File: config.mk
export PLATFORM = sky130hd
export DESIGN_NAME = mem_arbiter
export DESIGN_NICKNAME = d
export VERILOG_FILES = /design/src/rtl/mem_arbiter_pkg.sv /design/src/rtl/mem_arbiter_arb_pick.sv /design/src/rtl/mem_arbiter.sv
export SDC_FILE = /design/constraint.sdc
export NUM_CORES = 1
export LEC_CHECK = 0
export BUFFER_PORTS_ARGS = -buffer_cell sky130_fd_sc_hd__buf_2
export CAP_MARGIN = 20
export CORE_MARGIN = 1
export CORE_UTILIZATION = 48
export CTS_CLUSTER_SIZE = 10
export DETAILED_ROUTE_END_ITERATION = 10
export GPL_TIMING_DRIVEN = 1
export PLACE_DENSITY = 0.82
export SYNTH_ARGS = -nofsm -noshare
export SYNTH_HDL_FRONTEND = slang
export SYNTH_HIERARCHICAL = 1
export SYNTH_SLANG_ARGS = --single-unit
export TNS_END_PERCENT = 1
File: constraint.sdc
create_clock -name clock -period 1.7 [get_ports clock]
set_input_delay 0.255 -clock clock [delete_from_list [all_inputs] [get_ports clock]]
set_output_delay 0.255 -clock clock [all_outputs]
set_load 0.05 [all_outputs]
File: src/rtl/mem_arbiter_pkg.sv
// mem_arbiter_pkg
// Shared processor package for the memory arbiter slice.
// Provides:
//   - FSM state encodings for the arbiter (IDLE / BUSY_IF / BUSY_DM)
//   - load/store opcode constants used to tag the latched access
//   - sat_inc: saturating 3-bit increment used by the starvation counter
package mem_arbiter_pkg;

    localparam logic [1:0] ST_IDLE    = 2'b00;
    localparam logic [1:0] ST_BUSY_IF = 2'b01;
    localparam logic [1:0] ST_BUSY_DM = 2'b10;

    localparam logic [3:0] OP_LOAD  = 4'b0000;
    localparam logic [3:0] OP_STORE = 4'b0010;

    function automatic logic [2:0] sat_inc(input logic [2:0] value,
                                           input logic [2:0] max_value);
        return (value >= max_value) ? max_value : value + 3'd1;
    endfunction

endpackage

File: src/rtl/mem_arbiter_arb_pick.sv
// arb_pick
// Priority decision between the fetch and data requesters.
// Data normally wins; once fetch has been passed over STARVE_MAX times in a
// row it is given the port instead.
// Ports:
//   if_req     in  fetch request
//   dm_req     in  data request
//   starve_cnt in  consecutive data grants made while fetch was waiting
//   pick_dm    out 1 = grant data requester, 0 = grant fetch requester
module arb_pick #(
    parameter int STARVE_MAX = 3
) (
    input  logic       if_req,
    input  logic       dm_req,
    input  logic [2:0] starve_cnt,
    output logic       pick_dm
);

    assign pick_dm = dm_req && !(if_req && (starve_cnt == 3'(STARVE_MAX)));

endmodule

File: src/rtl/mem_arbiter.sv
// mem_arbiter
// Arbitrates a single-ported memory between an instruction-fetch requester
// and a load/store requester. One access is outstanding at a time; the
// winner's address/opcode/data are latched at grant and the memory port is
// driven only from those latched copies.
// Ports:
//   clock, reset              single clock, synchronous active-high reset
//   if_req/if_addr            fetch request and address
//   if_done/if_rdata          fetch completion pulse and fetched word
//   dm_req/dm_we/dm_addr/
//   dm_wdata                  load/store request, store flag, address, data
//   dm_done/dm_rdata          load/store completion pulse and load data
//   mem_en_o/mem_we_o/
//   mem_addr_o/mem_wdata_o    memory strobe, write strobe, address, data
//   mem_rdata_i               memory read data, valid MEM_LAT clocks after strobe
//   busy_o                    high whenever an access is in flight
module mem_arbiter
    import mem_arbiter_pkg::*;
#(
    parameter int ADDR_W     = 8,
    parameter int DATA_W     = 8,
    parameter int MEM_LAT    = 2,
    parameter int STARVE_MAX = 3
) (
    input  logic              clock,
    input  logic              reset,
    input  logic              if_req,
    input  logic [ADDR_W-1:0] if_addr,
    output logic              if_done,
    output logic [DATA_W-1:0] if_rdata,
    input  logic              dm_req,
    input  logic              dm_we,
    input  logic [ADDR_W-1:0] dm_addr,
    input  logic [DATA_W-1:0] dm_wdata,
    output logic              dm_done,
    output logic [DATA_W-1:0] dm_rdata,
    output logic              mem_en_o,
    output logic              mem_we_o,
    output logic [ADDR_W-1:0] mem_addr_o,
    output logic [DATA_W-1:0] mem_wdata_o,
    input  logic [DATA_W-1:0] mem_rdata_i,
    output logic              busy_o
);

    logic [1:0]        state_q, state_d;
    logic [2:0]        starve_q, starve_d;
    logic [2:0]        lat_q, lat_d;
    logic              en_q, en_d;
    logic [3:0]        op_q, op_d;
    logic [ADDR_W-1:0] addr_q, addr_d;
    logic [DATA_W-1:0] wdata_q, wdata_d;
    logic              if_done_q, if_done_d;
    logic              dm_done_q, dm_done_d;
    logic [DATA_W-1:0] if_rdata_q, if_rdata_d;
    logic [DATA_W-1:0] dm_rdata_q, dm_rdata_d;
    logic              pick_dm;

    arb_pick #(
        .STARVE_MAX(STARVE_MAX)
    ) u_arb_pick (
        .if_req    (if_req),
        .dm_req    (dm_req),
        .starve_cnt(starve_q),
        .pick_dm   (pick_dm)
    );

    always_comb begin
        state_d    = state_q;
        starve_d   = starve_q;
        lat_d      = lat_q;
        en_d       = 1'b0;
        op_d       = op_q;
        addr_d     = addr_q;
        wdata_d    = wdata_q;
        if_done_d  = 1'b0;
        dm_done_d  = 1'b0;
        if_rdata_d = if_rdata_q;
        dm_rdata_d = dm_rdata_q;

        case (state_q)
            ST_IDLE: begin
                if (if_req || dm_req) begin
                    en_d  = 1'b1;
                    lat_d = 3'(MEM_LAT);
                    if (pick_dm) begin
                        state_d = ST_BUSY_DM;
                        addr_d  = dm_addr;
                        wdata_d = dm_wdata;
                        op_d    = dm_we ? OP_STORE : OP_LOAD;
                        // Only count data grants that actually made fetch wait.
                        if (if_req) begin
                            starve_d = sat_inc(starve_q, 3'(STARVE_MAX));
                        end
                    end else begin
                        state_d  = ST_BUSY_IF;
                        addr_d   = if_addr;
                        wdata_d  = '0;
                        op_d     = OP_LOAD;
                        starve_d = 3'd0;
                    end
                end
            end
            ST_BUSY_IF, ST_BUSY_DM: begin
                // lat_q == 1 marks the cycle where read data is valid; the
                // done pulse and captured data appear together one edge later.
                if (lat_q == 3'd1) begin
                    state_d = ST_IDLE;
                    lat_d   = 3'd0;
                    if (state_q == ST_BUSY_IF) begin
                        if_done_d  = 1'b1;
                        if_rdata_d = mem_rdata_i;
                    end else begin
                        dm_done_d = 1'b1;
                        if (op_q != OP_STORE) begin
                            dm_rdata_d = mem_rdata_i;
                        end
                    end
                end else begin
                    lat_d = lat_q - 3'd1;
                end
            end
            default: begin
                state_d = ST_IDLE;
                lat_d   = 3'd0;
            end
        endcase
    end

    always_ff @(posedge clock) begin
        if (reset) begin
            state_q    <= ST_IDLE;
            starve_q   <= 3'd0;
            lat_q      <= 3'd0;
            en_q       <= 1'b0;
            op_q       <= OP_LOAD;
            addr_q     <= '0;
            wdata_q    <= '0;
            if_done_q  <= 1'b0;
            dm_done_q  <= 1'b0;
            if_rdata_q <= '0;
            dm_rdata_q <= '0;
        end else begin
            state_q    <= state_d;
            starve_q   <= starve_d;
            lat_q      <= lat_d;
            en_q       <= en_d;
            op_q       <= op_d;
            addr_q     <= addr_d;
            wdata_q    <= wdata_d;
            if_done_q  <= if_done_d;
            dm_done_q  <= dm_done_d;
            if_rdata_q <= if_rdata_d;
            dm_rdata_q <= dm_rdata_d;
        end
    end

    assign mem_en_o    = en_q;
    assign mem_we_o    = en_q && (state_q == ST_BUSY_DM) && (op_q == OP_STORE);
    assign mem_addr_o  = addr_q;
    assign mem_wdata_o = wdata_q;
    assign if_done     = if_done_q;
    assign dm_done     = dm_done_q;
    assign if_rdata    = if_rdata_q;
    assign dm_rdata    = dm_rdata_q;
    assign busy_o      = (state_q != ST_IDLE);

endmodule

======== Word level (Yosys, flattened, before mapping) ========
Index checks and enable logic that the tools add are counted.
operators by class
  add/sub/neg operators ................... 2
  $lt $le $gt $ge ......................... 1
  eq/ne operators ......................... 9
  mux-type cells .......................... 17
  bitwise operators ....................... 4
  reductions and logical operators ........ 16
operators by type and width
  cell                                                               count
  2-to-1 mux 8 bit                                                   2
  2-to-1 mux 3 bit                                                   5
  2-to-1 mux 2 bit                                                   5
  != test 2 bit, second input constant                               3
  case mux 3 bit (2 select lines)                                    1
  AND reduction 3 bit                                                2
  == test 4 x 2 -> 1 bit, second input constant                      1
  logical AND 1 bit                                                  4
  != test 4 x 2 -> 1 bit, second input constant                      1
  NOT 1 bit                                                          4
  case mux 2 bit (2 select lines)                                    1
  AND reduction 2 bit                                                2
  AND reduction 4 bit                                                1
  OR reduction 2 bit                                                 2
  adder 3 x 1 -> 3 bit, second input constant                        1
  == test 3 x 1 -> 1 bit, second input constant                      1
  == test 3 x 2 -> 1 bit, second input constant                      1
  greater-or-equal comparator 3 x 2 -> 1 bit, second input constant  1
  2-to-1 mux 1 bit                                                   3
  OR reduction 3 bit                                                 1
  subtractor 3 x 1 -> 3 bit, second input constant                   1
  == test 2 x 1 -> 1 bit, second input constant                      1
  == test 2 bit, second input constant                               1
  logical NOT 2 bit                                                  1
  3 further kinds                                                    3
storage, ports and cells
  register bits after elaboration ......... 47
  bits of input ports ..................... 37
  logic and storage cells ................. 60

======== Depth between registers and ports, before layout ========
Gate-level depths: netlist (run 1).
  word-level depth ........................ 7
  gate-level depth with buffers ........... 7
  depth with buffers taken out ............ 5

======== By module ========
Netlist (run 1), hierarchy kept.
modules (own cells, without submodules)
  module       instances  cells an instance  area each (um^2)  sequential area each (um^2)
  mem_arbiter  1          216                1951.9            880.8
  arb_pick     1          2                  15.0              0.0

======== Worst setup path after synthesis (run 1) ========
No wires, ideal clock.
  path type ............................... register to register
  start point ............................. register state_q[0]
  end point ............................... register dm_rdata_q[0] (netlist: dm_rdata[0])
  arrival time ............................ 1.416 ns
  path slack .............................. 0.213 ns
  cell stages (with the launch flop) ...... 6
  path buffers ............................ 0
  path through ............................ dfxtp_1 -> inv_1 -> ha_1 -> nand2b_1 -> nor3_4 -> mux2i_1
on the way
  cells in the longest elaborated chain, start to end .. 3
  elaborated cells on any way between the ends .. 5
  classes of those cells .................. eq/ne: 2; bitwise: 1; reduce/logical: 2
ends and longest elaborated chain
  element                                                         RTL line                               source
  start, declared                                                 mem_arbiter.sv:45                      logic [1:0] state_q, state_d;
  start signal, assigned                                          mem_arbiter.sv:143                     state_q <= state_d;
  == test 2 x 1 -> 1 bit / == test 2 bit (equally long branches)  mem_arbiter.sv:80, mem_arbiter.sv:109
  OR reduction 2 bit / NOT 1 bit (equally long branches)          -
  AND reduction 4 bit (no source line) *                          -
  end signal, assigned                                            mem_arbiter.sv:153                     dm_rdata_q <= dm_rdata_d;
  end, declared                                                   mem_arbiter.sv:55                      logic [DATA_W-1:0] dm_rdata_q, dm_rdata_d;
Mark *: on every way between the ends. The rest lies on a longest branch, timed or not.
A chain may end at the register's enable or synchronous reset.

======== Final worst setup path (run 1) ========
  start point ............................. register state_q[0]
  end point ............................... output port busy_o
on the way
  cells in the longest elaborated chain, start to end .. 1
ends and longest elaborated chain
  element             RTL line            source
  nonzero test 2 bit  mem_arbiter.sv:165  assign busy_o = (state_q != ST_IDLE);
  end, declared       mem_arbiter.sv:42   output logic busy_o
No other way between the ends.

==> results of run 1 <==
report_power, final:
part | leakage (nW) | total, mW | switching (mW) | internal, mW
combinational | 0.727 | 0.846 | 0.560 | 0.286
clock | 0.0614 | 0.833 | 0.353 | 0.480
sequential | 0.359 | 1.18 | 0.0554 | 1.12
kinds of logic after synthesis:
| kind of cell | count (synthesis) | synth area share [%] |
|---|---|---|
| buf+inv | 19 | 4.01 |
| compound gates | 39 | 12.8 |
| flops | 44 | 44.8 |
| simple gates | 90 | 24.0 |
| fa+ha+maj | 8 | 5.09 |
| mux | 18 | 9.29 |
sequential cells by signal (all words and copies together), names as in the netlist:
signal       cells
dm_done          1
dm_rdata         8
if_done          1
if_rdata         8
lat_q            3
mem_addr_o       8
mem_en_o         1
mem_wdata_o      8
op_q             1
starve_q         3
state_q          2
cell usage in the layout (no fill, tap or decap), types with 2 or more instances in the layout:
cell type,netlist,routed
buf_2,6,72
dfxtp_1,44,44
nand2_1,27,27
nand2b_1,20,20
a21oi_1,19,19
mux2i_1,16,16
nor2_1,15,15
nand3_1,9,9
a211oi_1,8,8
ha_1,8,8
inv_1,7,7
clkbuf_8,0,6
nor2b_1,4,4
o32ai_1,4,4
o21a_1,3,3
buf_4,0,3
nor3b_1,2,2
o21ai_1,2,2
nor3_1,2,2
mux2_1,2,2
nand4b_1,2,2
buf_12,0,2
routing by layer:
| layer | part of all wire (%) | wire length (um) | global-route usage (%) |
|---|---|---|---|
| met4 | 0.93 | 38 | 5.05 |
| met2 | 45 | 1870 | 36.9 |
| met3 | 6.4 | 264 | 6.90 |
| met1 | 47 | 1930 | 23.1 |
| met5 | 0 | 0 | 0 |
tightest hold or removal path, delay by kind of cell:
| family | cells | cell delay (ps) |
|---|---|---|
| buf+inv | 1 | 100 |
| simple gates | 1 | 50 |
| compound gates | 1 | 50 |
through the flow:
step	power (mW)	hold slack [ps]	area, sq um	setup slack [ps]
2_1_floorplan	1.82	391	1970	213
3_3_place_gp	2.03	435	2400	175
3_5_place_dp	2.04	443	2400	143
4_1_cts	2.88	195	2520	57.9
5_1_grt	3.02	196	2530	0.571
6_report	2.86	200	2530	93.2
layout make-up:
| cell class | count | share of cell area [%] |
|---|---|---|
| clock inverter | 2 | 1.54 |
| tap | 48 | 2.38 |
| multi-input combinational | 155 | 39.9 |
| inverter | 7 | 1.04 |
| clock buffer | 6 | 3.27 |
| sequential | 44 | 34.9 |
| timing repair buffer | 78 | 17.0 |
worst max path at each step:
| stage | to | slack [ps] |
|---|---|---|
| after floorplan | dm_rdata[0]$_SDFFE_PP0P_ | 210 |
| after global placement | lat_q[1]$_SDFFE_PP0P_ | 170 |
| after detailed placement | lat_q[1]$_SDFFE_PP0P_ | 140 |
| after CTS | busy_o | 60 |
| after global routing | lat_q[1]$_SDFFE_PP0P_ | 0.6 |
| final | busy_o | 90 |
what timing repair did:
action / in CTS / in global routing
resized for setup: 0 / 1
setup endpoints to repair: 0 / 1
hold endpoints to repair: 0 / 0
==> summary.txt, run 1 <==
Clock network
  • # hold bufs at CTS: 0
  • CTS tree: done
  • CTS buffer count: 5
  • Maximum buffer depth of the clock tree: 2
  • Worst-path clk slew: 80 ps
  • Worst skew pair latency: around 300 ps
  • Post CTS Setup Buffer Count: 0
  • Num Clock Sinks: 44
  • CTS H-tree lvls: 2
  • CTS root buffer: clkbuf_8

Floorplanning
  • Die height: between 60 and 70 um
  • CORE AREA: about 3800 sq um
  • Row cnt: 22
  • # IOs: 74
  • Die W: between 60 and 70 um
  • Initial Util: roughly half
  • Die area: ~4400 sq um

Worst setup path
  • Flop2flop setup slack: ~120 ps
  • Buf/Inv on CP: 3
  • Critical path's top delay family: buffers and inverters
  • WS Path Type: reg -> out
  • Worst Setup Start Kind: register
  • Worst reg-to-reg path cell count: 4
  • CP Max Fanout: 7
  • Worst R2R End: lat_q[1]$_SDFFE_PP0P_
  • Most frequent CP cell: inv_1
  • Crit end category: output port
  • Worst Path Arrival: between 1000 and 1500 ps
  • Instance count on the critical path: 4
  • Critical path startpoint: state_q[0]$_SDFFE_PP0P_
  • CP cell instances: inv_1, ha_1, inv_1, clkbuf_4
  • Crit path max-delay cell type: dfxtp_1
  • RR Startpoint: state_q[0]$_SDFFE_PP0P_
  • CP required: between 1000 and 1500 ps
  • CP peak stage delay: between 300 and 400 ps

Worst hold path
  • Min-Delay Endpoint: if_rdata[5]$_SDFFE_PP0P_
  • Hold path depth: 3
  • Hold WC Path Type: in -> reg
  • Hold Crit Start: mem_rdata_i[5]

Synthesis
  • Syn_nets: around 260
  • Sequential share of the synthesized area: 44.8%
  • Area leader, netlist: dfxtp_1
  • Synth top cells by count: 44 x dfxtp_1, 27 x nand2_1, 20 x nand2b_1
  • Asr flop ratio synth: 0%
  • EDFF count, synth: 0
  • Most common flop cell mapped by yosys: dfxtp_1
  • Count leader, synth: dfxtp_1
  • Yosys warnings: 6
  • Yosys cell types: 32
  • Post-synth top area share: 44.8%
  • Largest cells by area after synthesis: dfxtp_1 45%, mux2i_1 8.1%, nand2b_1 6.4%
  • Mapped Area: between 1500 and 2000 sq um
  • Avg Inst Size Synth: 9.02 sq um
  • #FFs+latches synth: between 40 and 50
  • Mapped Cells: 218

Final layout
  • Area of the multi-input gates: around 1000 sq um
  • N_diodes: 0
  • Fraction of layout cells with a size suffix above 1: a little under a third
  • Nets: 336
  • FILL cells: 320
  • Sequential Area: 881 sq um
  • Final Non-Filler Cells: 340
  • Final Util: 66.5%
  • Syn-to-layout area delta: 28.4%

Global routing
  • Initial antenna violation count: 0
  • Global-route wire length before repair: 6880 um
  • Total track usage: 20.6%
  • Largest net degree at the start of global routing: 31
  • Vias in the first global route: around 1700
  • Grt ovf: 0

Pwr
  • Worst IR Drop VDD: 674 uV
  • Pleak: 1.15 nW
  • Power Density: roughly 1100 nW/um^2

STA
  • RSZ-0062 raised after global routing: false
  • Slew @ Worst Pin: slightly below 700 ps
  • Final Cycle Share: around 95%
  • Endpoints failing setup: 0
  • Worst slew margin: 53.3%
  • Setup TNS: 0 ps
  • Final slew viol count: 0
  • Fin. Hold Viols: 0
  • Worst Skew: 5.59 ps
  • Crit path time final: approximately 1600 ps
  • F_max: about 620 MHz

Routing
  • Final wirelength: approximately 4100 um
  • Antenna-violating nets left: 0
  • Via Count: about 1700
  • DR pass1 iterations: 4
  • Starting DRT DRC Count: 80
  • Via density: a little over 5
  • DRC: 0
  • Wire per inst: between 10 and 15 um

Flow run
  • Max-Cap Viols: 0

Placement
  • PortBufs: 73
  • Hpwl dp: slightly below 3000 um
  • Gpl congestion: 0.765
  • Placed cell count: roughly 330

Status
  • Status: finished, final reports clean
(Power assumes the default switching activity.)
==> run 2: changes to the inputs <==
--- a/config.mk
+++ b/config.mk
@@ -7,6 +7,7 @@
 export LEC_CHECK = 0
 export BUFFER_PORTS_ARGS = -buffer_cell sky130_fd_sc_hd__buf_2
 export CAP_MARGIN = 20
+export CORE_ASPECT_RATIO = 0.8
 export CORE_MARGIN = 1
 export CORE_UTILIZATION = 48
 export CTS_CLUSTER_SIZE = 10
==> summary.txt, run 2 (same netlist as run 1, synthesis figures left out) <==
Routing
  • Antenna-violating nets left: 0 (unchanged)
  • DR pass1 iterations: 4 (unchanged)
  • DRC: 0 (unchanged)
  • Via Count: 1752 (+0.34%)
  • Starting DRT DRC Count: 65 (-19%)
  • Final wirelength: 4310 um (+5.2%)
  • Wire per inst: 12.4 um (+2.5%)
  • Via density: 5.02 (-2.2%)

Final layout
  • Nets: 338 (+0.60%)
  • N_diodes: 0 (unchanged)
  • Syn-to-layout area delta: 29.5%
  • Most frequent cells in the layout: 73 x buf_2, 44 x dfxtp_1, 27 x nand2_1
  • Most common cell after layout, fill and taps aside: buf_2
  • Fraction of layout cells with a size suffix above 1: 31.6% (+0.81 points)
  • FILL cells: 341 (+6.6%)
  • Final Non-Filler Cells: 349 (+2.6%)

Status
  • Status: finished, final reports clean

Clock network
  • CTS buffer count: 5 (unchanged)
  • CTS root buffer: clkbuf_8
  • Worst-path clk slew: 80 ps (about the same)
  • Worst skew pair latency: 290 ps (about the same)
  • CTS H-tree lvls: 2 (unchanged)
  • Num Clock Sinks: 44 (unchanged)
  • Post CTS Setup Buffer Count: 0 (unchanged)
  • Maximum buffer depth of the clock tree: 2 (unchanged)
  • # hold bufs at CTS: 0 (unchanged)
  • Post-cts sizing count: 0 (unchanged)
  • CTS tree: done

Flow run
  • Max-Cap Viols: 0 (unchanged)

STA
  • Crit path time final: 1590 ps (-21.2 ps)
  • Final slew viol count: 0 (unchanged)
  • Worst slew margin: 76.3% (+23 points)
  • Endpoints failing setup: 0 (unchanged)
  • Worst Skew: 3.69 ps (-1.90 ps)
  • F_max: 631 MHz (+1.3%)
  • Setup TNS: 0 ps (unchanged)
  • RSZ-0062 raised after global routing: false
  • Final Cycle Share: 93.3% (-1.2 points)
  • Fin. Hold Viols: 0 (unchanged)
  • Slew @ Worst Pin: 354 ps (-341 ps)

Global routing
  • Initial antenna violation count: 0 (unchanged)
  • Total track usage: 21.7% (+1.2 points)
  • Vias in the first global route: 1637 (-1.6%)
  • Grt ovf: 0 (unchanged)
  • Global-route wire length before repair: 7290 um (+6.0%)
  • Largest net degree at the start of global routing: 43 (+39%)

Worst hold path
  • Hold Crit Start: mem_rdata_i[2]
  • Hold WC Path Type: in -> reg

Pwr
  • Worst IR Drop VDD: 550 uV (-18%)
  • Net switching power: 984 uW (+1.6%)
  • Pleak: 1.15 nW (+0.52%)
  • Int Pwr: 1.90 mW (+0.77%)
  • Clk network pwr share: 29.0% (-0.2 points)
  • Power Density: 1130 nW/um^2 (+0.21%)
  • Net Sw Frac: 34.1% (+0.19 points)
  • Comb power frac: 30.2% (+0.6 points)
  • Seq pwr share: 40.7% (-0.5 points)

Worst setup path
  • RR Startpoint: state_q[0]$_SDFFE_PP0P_
  • Worst Setup Start Kind: register
  • CP required: 1440 ps (about the same)
  • Critical path startpoint: state_q[0]$_SDFFE_PP0P_
  • Worst Path Arrival: 1330 ps (-20 ps)
  • WS Path Type: reg -> out
  • Crit end category: output port
  • CP Max Fanout: 3 (-4)

Placement
  • Hpwl dp: 3190 um (+7.9%)
  • PortBufs: 73 (unchanged)
  • Gpl congestion: 0.751 (-1.8%)
  • Placed cell count: 341 (+2.7%)

Floorplanning
  • Die W: 73.6 um (+11%)
  • Die height: 59.3 um (-10%)
  • Die area: 4360 sq um (about the same)
  • # IOs: 74 (unchanged)
  • CORE AREA: 3850 sq um (+1.4%)
  • Row cnt: 20 (-9.1%)
  • Initial Util: 51.0% (-0.74 points)
[run 2: cell count changes in the layout (fill, tap and decap cells not counted), sizes merged]
cell	before	now
clkbuf	7	6
buf	77	80
[run 2: cell type report]
type	instances	area, sq um	share of cell area [%]
timing repair buffer	80	430	16.9
clock inverter	2	38.8	1.52
inverter	7	26.3	1.03
tap	55	68.8	2.70
clock buffer	6	82.6	3.24
multi-input combinational	155	1020	40.0
sequential	44	881	34.6
[run 2: routing by layer]
layer  vias to the layer above  part of all wire [%]  routed length (um)  global-route usage, %
met3                         2                   4.9                 213                   5.61
met4                         0                  0.72                  31                   7.14
met5                         -                     0                   0                      0
met1                       814                    48                2070                   29.9
met2                        41                    46                2000                   33.3
li1                        895                     -                   -                      -
[run 2: critical path, cell delays in order (launching register included)]
cell	delay, ps
dfxtp_1	370
inv_1	110
ha_1	200
and3_1	150
buf_2	210
[run 2: through the flow]
| step | setup slack (ps) | hold slack [ps] | utilization (%) | cell area [sq um] | power (mW) |
|---|---|---|---|---|---|
| detailed placement | 120 | 441 | 62.6 | 2410 | 2.05 |
| global placement | 180 | 434 | 62.6 | 2410 | 2.03 |
| CTS | 56.7 | 215 | 65.8 | 2530 | 2.88 |
| global route | 36.0 | 209 | 66.1 | 2550 | 3.04 |
| floorplan | 213 | 391 | - | 1970 | 1.82 |
| finish | 114 | 218 | 66.1 | 2550 | 2.89 |
[run 2: worst paths after layout]
path | end | cells past startpoint | slack, ps
worst max-delay path | mem_we_o | 4 | 110
worst max register to register | lat_q[1]$_SDFFE_PP0P_ | 4 | 160
worst min-delay path | if_rdata[2]$_SDFFE_PP0P_ | 3 | 220
worst min register to register | mem_wdata_o[2]$_SDFFE_PP0P_ | 2 | 450
[run 2: power groups by stage]
stage          combinational (mW)  sequential [mW]  clock [mW]
6_report                    0.873             1.18       0.838
5_1_grt                     0.949             1.19       0.902
4_1_cts                     0.853             1.18       0.851
3_5_place_dp                0.849             1.20           0
3_3_place_gp                0.831             1.20           0
2_1_floorplan               0.413             1.41           0
==> run 3: changes to the inputs <==
--- a/config.mk
+++ b/config.mk
@@ -8,12 +8,11 @@
 export BUFFER_PORTS_ARGS = -buffer_cell sky130_fd_sc_hd__buf_2
 export CAP_MARGIN = 20
 export CORE_ASPECT_RATIO = 0.8
-export CORE_MARGIN = 1
 export CORE_UTILIZATION = 48
 export CTS_CLUSTER_SIZE = 10
 export DETAILED_ROUTE_END_ITERATION = 10
 export GPL_TIMING_DRIVEN = 1
-export PLACE_DENSITY = 0.82
+export PLACE_DENSITY = 0.77
 export SYNTH_ARGS = -nofsm -noshare
 export SYNTH_HDL_FRONTEND = slang
 export SYNTH_HIERARCHICAL = 1
==> summary.txt, run 3 (same netlist as run 1, synthesis figures left out) <==
Routing
  • Via Count: 1753 (+0.057%)
  • DR top layer: met4
  • Via density: 4.99 (-0.51%)
  • Wire per inst: 12.8 um (+3.8%)
  • Antenna-violating nets left: 0 (unchanged)
  • Met1 WL: 2150 um (+4.0%)
  • Met3 wire length: 279 um (+31%)
  • DRC: 0 (unchanged)
  • DR pass1 iterations: 4 (unchanged)
  • Final wirelength: 4500 um (+4.4%)
  • Met2 routed WL: 1990 um (-0.55%)
  • Starting DRT DRC Count: 95 (+46%)

Global routing
  • Global-route wire length before repair: 7420 um (+1.7%)
  • Vias in the first global route: 1587 (-3.1%)
  • Grt ovf: 0 (unchanged)
  • Largest net degree at the start of global routing: 33 (-23%)
  • Total track usage: 22.9% (+1.1 points)
  • Initial antenna violation count: 0 (unchanged)

Final layout
  • Fraction of layout cells with a size suffix above 1: 32.1% (+0.46 points)
  • Nets: 340 (+0.59%)
  • Final Non-Filler Cells: 351 (+0.57%)
  • Most frequent cells in the layout: 72 x buf_2, 44 x dfxtp_1, 27 x nand2_1
  • Most common cell after layout, fill and taps aside: buf_2
  • Final Util: 66.3% (+0.19 points)
  • FILL cells: 345 (+1.2%)
  • Fin area: 2550 sq um (+0.29%)
  • Syn-to-layout area delta: 29.9%
  • N_diodes: 0 (unchanged)

Pwr
  • Pleak: 1.16 nW (+0.45%)
  • Power Density: 1130 nW/um^2 (-0.24%)
  • Overall power: 2.89 mW (about the same)
  • Worst IR Drop VDD: 569 uV (+3.5%)

Floorplanning
  • Row cnt: 20 (unchanged)
  • Die W: 73.6 um (unchanged)
  • Die height: 59.3 um (unchanged)
  • Initial Util: 51.0% (unchanged)
  • # IOs: 74 (unchanged)
  • Die area: 4360 sq um (unchanged)
  • CORE AREA: 3850 sq um (unchanged)

Worst hold path
  • Hold Crit Start: mem_rdata_i[5]
  • Hold path depth: 3 (unchanged)
  • Min-Delay Endpoint: if_rdata[5]$_SDFFE_PP0P_
  • Hold WC Path Type: in -> reg

STA
  • Worst Skew: 5.65 ps (+1.96 ps)
  • Final Cycle Share: 95.5% (+2.3 points)
  • Slew @ Worst Pin: 282 ps (-72.7 ps)
  • Final slew viol count: 0 (unchanged)
  • Fin. Hold Viols: 0 (unchanged)
  • RSZ-0062 raised after global routing: true
  • F_max: 616 MHz (-2.4%)
  • Setup TNS: 0 ps (unchanged)
  • Crit path time final: 1620 ps (+38.7 ps)
  • Worst slew margin: 81.2% (+5.0 points)
  • Endpoints failing setup: 0 (unchanged)

Worst setup path
  • WS Path Type: reg -> out
  • Worst reg-to-reg path cell count: 4 (unchanged)
  • RR Startpoint: state_q[0]$_SDFFE_PP0P_
  • CP required: 1440 ps (about the same)
  • CP Max Fanout: 3 (unchanged)
  • Worst Setup Start Kind: register
  • Worst R2R End: lat_q[1]$_SDFFE_PP0P_
  • Worst Path Arrival: 1370 ps (+40 ps)
  • Flop2flop setup slack: 110 ps (-50 ps)
  • Crit end category: output port

Placement
  • PortBufs: 73 (unchanged)
  • Gpl congestion: 0.738 (-1.8%)
  • Hpwl dp: 3240 um (+1.6%)
  • Placed cell count: 343 (+0.59%)
  • Dpl cell area: 2430 sq um (+0.62%)

Status
  • Status: finished, final reports clean

Clock network
  • CTS root buffer: clkbuf_8
  • CTS buffer count: 5 (unchanged)
  • Worst-path clk slew: 80 ps (about the same)
  • Worst skew pair latency: 300 ps (about the same)
  • # hold bufs at CTS: 0 (unchanged)
  • Maximum buffer depth of the clock tree: 2 (unchanged)
  • Post CTS Setup Buffer Count: 0 (unchanged)
  • Num Clock Sinks: 44 (unchanged)
  • CTS H-tree lvls: 2 (unchanged)
  • CTS tree: done

Flow run
  • Max-Cap Viols: 0 (unchanged)
run 3: cell count changes in the layout (fill, tap and decap cells not counted), sizes merged:
cell,delta
buf,+2
run 3: area by class of cell:
type                       instances  area, sq um  area share, %
clock inverter                     2         38.8           1.52
clock buffer                       6         82.6           3.23
inverter                           7         26.3           1.03
tap                               55         68.8           2.69
multi-input combinational        155         1010           39.5
timing repair buffer              82          448           17.5
sequential                        44          881           34.5
run 3: worst max path at each step:
stage	to	slack [ps]	start
floorplan	dm_rdata[0]$_SDFFE_PP0P_	210	state_q[0]$_SDFFE_PP0P_
global placement	lat_q[1]$_SDFFE_PP0P_	170	state_q[0]$_SDFFE_PP0P_
detailed placement	lat_q[1]$_SDFFE_PP0P_	100	state_q[0]$_SDFFE_PP0P_
CTS	busy_o	40	state_q[0]$_SDFFE_PP0P_
global route	dm_rdata[4]$_SDFFE_PP0P_	-0.7	state_q[0]$_SDFFE_PP0P_
finish	mem_we_o	80	state_q[0]$_SDFFE_PP0P_
run 3: repair_timing:
| item | 4_1_cts | 5_1_grt |
|---|---|---|
| gates resized for setup | 1 | 1 |
| setup endpoints to repair | 1 | 4 |
| cloned | 0 | 0 |
| endpoints found under the hold margin | 0 | 0 |
run 3: metrics by stage:
step	setup WS, ps	hold slack [ps]
detailed placement	104	446
floorplan	213	391
CTS	43.5	189
global route	-0.677	183
global placement	166	436
finish	75.7	195
run 3: per-layer routing:
metal / global-route usage, % / vias to the layer above
met2: 33.2 / 54
met1: 31.5 / 791
met4: 11.0 / 0
met3: 6.12 / 8
li1: - / 900
met5: 0 / -
run 3: worst max-delay path, stage by stage (launching register included):
cell     delay, ps
dfxtp_1        380
inv_1          110
ha_1           210
and3_1         160
buf_2          210
run 3: power by group:
| group | internal [mW] | switching [mW] | leakage, nW |
|---|---|---|---|
| clock network | 0.480 | 0.363 | 0.0614 |
| logic | 0.293 | 0.574 | 0.738 |
| registers | 1.12 | 0.0568 | 0.359 |
| total | 1.90 | 0.993 | 1.16 |
